--- config.mk ---
export PLATFORM = sky130hd
export DESIGN_NAME = instruction_loader
export DESIGN_NICKNAME = d
export VERILOG_FILES = /design/src/rtl/instruction_loader.sv
export SDC_FILE = /design/constraint.sdc
export NUM_CORES = 1
export LEC_CHECK = 0
export CAP_MARGIN = 30
export CORE_MARGIN = 8
export CORE_UTILIZATION = 35
export DETAILED_ROUTE_END_ITERATION = 6
export REMOVE_ABC_BUFFERS = 1
export SYNTH_ARGS = -nofsm -noshare
export SYNTH_HDL_FRONTEND = slang
export SYNTH_SLANG_ARGS = --single-unit
--- constraint.sdc ---
create_clock -name i_clk -period 2.5 [get_ports i_clk]
set_input_delay 0.375 -clock i_clk [delete_from_list [all_inputs] [get_ports i_clk]]
set_output_delay 0.375 -clock i_clk [all_outputs]
set_load 0.01 [all_outputs]
--- src/rtl/instruction_loader.sv ---
// Packs a UART byte stream (first byte = MSB) into instruction words and issues
// one-cycle writes to instruction memory until the HALT word or a full memory.
module instruction_loader #(
    parameter int                                WORD_SIZE_IN_BYTES = 4,
    parameter logic [8*WORD_SIZE_IN_BYTES-1:0]   HALT_INSTRUCTION   = 32'hFC000000,
    parameter int                                COUNT_SIZE         = 10
) (
    input  logic                            i_clk,
    input  logic                            i_reset,
    input  logic                            i_start,
    input  logic                            i_rx_valid,
    input  logic [7:0]                      i_rx_data,
    input  logic                            i_full_mem,
    output logic                            o_write_mem,
    output logic [8*WORD_SIZE_IN_BYTES-1:0] o_instruction,
    output logic                            o_busy,
    output logic                            o_done,
    output logic                            o_error,
    output logic [COUNT_SIZE-1:0]           o_word_count
);

    localparam int BUS_SIZE = 8 * WORD_SIZE_IN_BYTES;
    localparam int BCNT_W   = (WORD_SIZE_IN_BYTES > 1) ? $clog2(WORD_SIZE_IN_BYTES) : 1;
    localparam logic [BCNT_W-1:0] LAST_BYTE = BCNT_W'(WORD_SIZE_IN_BYTES - 1);

    typedef enum logic [2:0] {
        IDLE,
        RECEIVE,
        WRITE,
        DONE,
        ERROR
    } state_t;

    state_t              state;
    logic [BUS_SIZE-1:0] asm_word;
    logic [BCNT_W-1:0]   byte_cnt;
    logic [BUS_SIZE-1:0] next_asm;

    assign next_asm = {asm_word[BUS_SIZE-9:0], i_rx_data};

    // A restart in the WRITE cycle abandons the pending word, so the strobe is suppressed.
    assign o_write_mem = (state == WRITE) && !i_full_mem && !i_start;
    assign o_busy      = (state == RECEIVE) || (state == WRITE);
    assign o_done      = (state == DONE);
    assign o_error     = (state == ERROR);

    always_ff @(posedge i_clk or negedge i_reset) begin
        if (!i_reset) begin
            state         <= IDLE;
            asm_word      <= '0;
            byte_cnt      <= '0;
            o_instruction <= '0;
            o_word_count  <= '0;
        end else if (i_start) begin
            state        <= RECEIVE;
            asm_word     <= '0;
            byte_cnt     <= '0;
            o_word_count <= '0;
        end else begin
            case (state)
                RECEIVE: begin
                    if (i_rx_valid) begin
                        asm_word <= next_asm;
                        if (byte_cnt == LAST_BYTE) begin
                            o_instruction <= next_asm;
                            byte_cnt      <= '0;
                            state         <= WRITE;
                        end else begin
                            byte_cnt <= byte_cnt + BCNT_W'(1);
                        end
                    end
                end
                WRITE: begin
                    if (i_full_mem) begin
                        state <= ERROR;
                    end else begin
                        o_word_count <= o_word_count + COUNT_SIZE'(1);
                        if (o_instruction == HALT_INSTRUCTION) begin
                            state <= DONE;
                        end else begin
                            state <= RECEIVE;
                            // A byte landing in the write cycle starts the next word.
                            if (i_rx_valid) begin
                                asm_word <= next_asm;
                                byte_cnt <= BCNT_W'(1);
                            end
                        end
                    end
                end
                IDLE, DONE, ERROR: ;
                default: state <= IDLE;
            endcase
        end
    end

endmodule

==> qor.yml <==
start_util_pct: 36.1
slowest_stage: "clkdlybuf4s50_1"
ys_warn_count: 0
layout-drive-gt1-share_pct: 19.8
drt-total-wl_mm: 6.48
grt_use_total_pct: 11.9
clock-sinks: 71
critPathKind: "in -> out"
power_per_cell_area_nw_per_um2: 605
drtAntennaViolNets: 0
critPathMaxStageDelay_ps: 540
synth_cell_types: 42
grt_max_degree: 72
drc_errors: 0
worst_hold_slack_ps: 32.4
syn_to_final_growth_pct: 29.5
crit_chain: "clkdlybuf4s50_1 > nor3b_2 > and2_1 > clkdlybuf4s50_1"
slew_viol_final: 0
cts.repair.resized: 0
synth_commonest_cells: "dfrtp_1, mux2_2, a22o_1, nor2_1"
setup_viol: 0
post-dp-hpwl_mm: 4.38
post_cts_buffers: 0
synth.most_common_cell: "dfrtp_1"
final_cells: 393
max_slew_margin_pct: 69.2
syn_area_sq_um: 2970
path_clk_slew_ps: 70
path_max_fanout: 4
avgSynthCellArea_sq_um: 13.6
rows: 33
die_area_sq_um: 11700
clock_skew_ps: 7.37
drt_first_pass_iters: 4
core_sq_um: 8220
status: "complete, no violations"
holdBufCountCts: 0
synth_edf_count: 0
rsz0062_at_grt: "false"
final_hold_viol_count: 0
gp_congestion: 0.795
placedCellCount: 377
fin_setup_tns_ps: 0
hold_class: "in -> async"
first_global_vias: 2145
ys_seq_elements: 71
syn_inst: 219
yosysTopAreaCell: "dfrtp_1"
yosysTopAreaCellShare_pct: 59.8
final.min_clock_period_ps: 2280
crit_top_cell: "clkdlybuf4s50_1"
worst_ep_arrival_time_ps: 1910
maxCapViolations: 0
grt_pass1_wl_mm: 10.8
n_antenna_cell: 0
synthArstFlopShare_pct: 100
max_slew.worst_pin.slew_ps: 458
h-tree-depth: 3
start_kind: "primary input"
cts_tree: "yes"
grt_overflow: 0
end_kind: "primary output"
dieWidth_microns: 108
p_leak_uw: 0.00177
cts_buffers: 9
cp.required_ps: 2120
cts-root-buf: "clkbuf_8"
insertion_delay_ps: 330
num_io_pins: 59
wire_per_inst_microns: 16.5
vias: 2003
nets: 298
antenna_found_initial: 0
synthTopCellsByArea: "dfrtp_1, mux2_2, a22o_1, xor2_1, buf_6"
drt_iter0_drc: 74
port_buffers: 58
synth-main-ff-cell: "dfrtp_1"
die_height_microns: 108
peakVddDrop_uv: 403
ys_seq_area_share_pct: 59.8
finalCritPeriodShare_pct: 91.2
fmax_mhz: 438
cts_max_path_buffers: 2
viasPerCell: 5.10
==> logic make-up after synthesis <==
logic type / synth area share, %
flops: 59.8
simple gates: 11.2
compound gates: 10.3
mux: 12.1
buf+inv: 3.03
xor+xnor: 2.66
fa+ha+maj: 0.843
==> final timing paths <==
path / start / to / slack [ps] / cells past startpoint
worst min register to register: asm_word[18]$_DFFE_PN0P_ / asm_word[18]$_DFFE_PN0P_ / 500 / 1
min in group i_clk: asm_word[18]$_DFFE_PN0P_ / asm_word[18]$_DFFE_PN0P_ / 500 / 1
worst max-delay path: i_full_mem / o_write_mem / 220 / 4
worst max register to register: o_instruction[18]$_DFFE_PN0P_ / asm_word[20]$_DFFE_PN0P_ / 550 / 6
worst min-delay path: i_reset / state[0]$_DFFE_PN0P_ / 30 / 2
max in group asynchronous: i_reset / o_instruction[23]$_DFFE_PN0P_ / 2130 / 2
==> placed cells by master (no fill, tap or decap), types with 2 or more instances in the layout <==
master	instances
a21oi_1	3
nor2_1	12
nor4_1	6
mux2_1	3
nand2_1	8
o22ai_1	2
xor2_1	8
dfrtp_1	71
inv_1	3
mux2_2	29
clkbuf_8	10
buf_4	5
ha_1	2
a22o_1	24
nand4_1	6
nand2b_1	2
clkdlybuf4s50_1	57
clkbuf_1	3
nand3b_1	3
nand3_1	2
o21ai_0	2
==> layer usage <==
layer / vias up / share of wire, % / global-route usage [%]
li1: 936 / - / -
met1: 999 / 46 / 14.6
met5: - / 0 / 0
met3: 4 / 8.7 / 5.47
met4: 0 / 0.52 / 3.87
met2: 64 / 45 / 18.0
==> worst max-delay path, delay by kind of cell <==
| family | cells | cell delay, ps |
|---|---|---|
| buffers and inverters | 2 | 1050 |
| and+or+nand+nor | 2 | 480 |
==> power breakdown <==
part	total [uW]	internal [uW]	switching [uW]
Sequential	1220	1190	33.7
Clock	883	488	395
Combinational	220	111	109
==> per-stage QoR <==
step	worst slack (ps)	util [%]	total power (uW)	area, sq um
6_report	219	46.8	2330	3850
5_1_grt	95.8	46.8	2440	3850
4_1_cts	184	46.8	2370	3850
3_5_place_dp	223	44.5	1470	3650
3_3_place_gp	271	44.5	1470	3650
2_1_floorplan	102	-	1330	2890
==> sequential cells by signal, indices dropped and copies added, names as in the netlist <==
| register | count |
|---|---|
| state | 3 |
| asm_word | 24 |
| byte_cnt | 2 |
| o_word_count | 10 |
| o_instruction | 32 |
==> area by class of cell <==
class | instances | area [sq um]
fillers | 769 | 4370
inverters | 3 | 11.3
clock inverters | 3 | 42.5
repair buffers | 64 | 633
well taps | 105 | 131
clock buffers | 13 | 149
multi-input cells | 134 | 1100
flip-flops and latches | 71 | 1780
No activity file was read; power rests on OpenSTA's default activity.
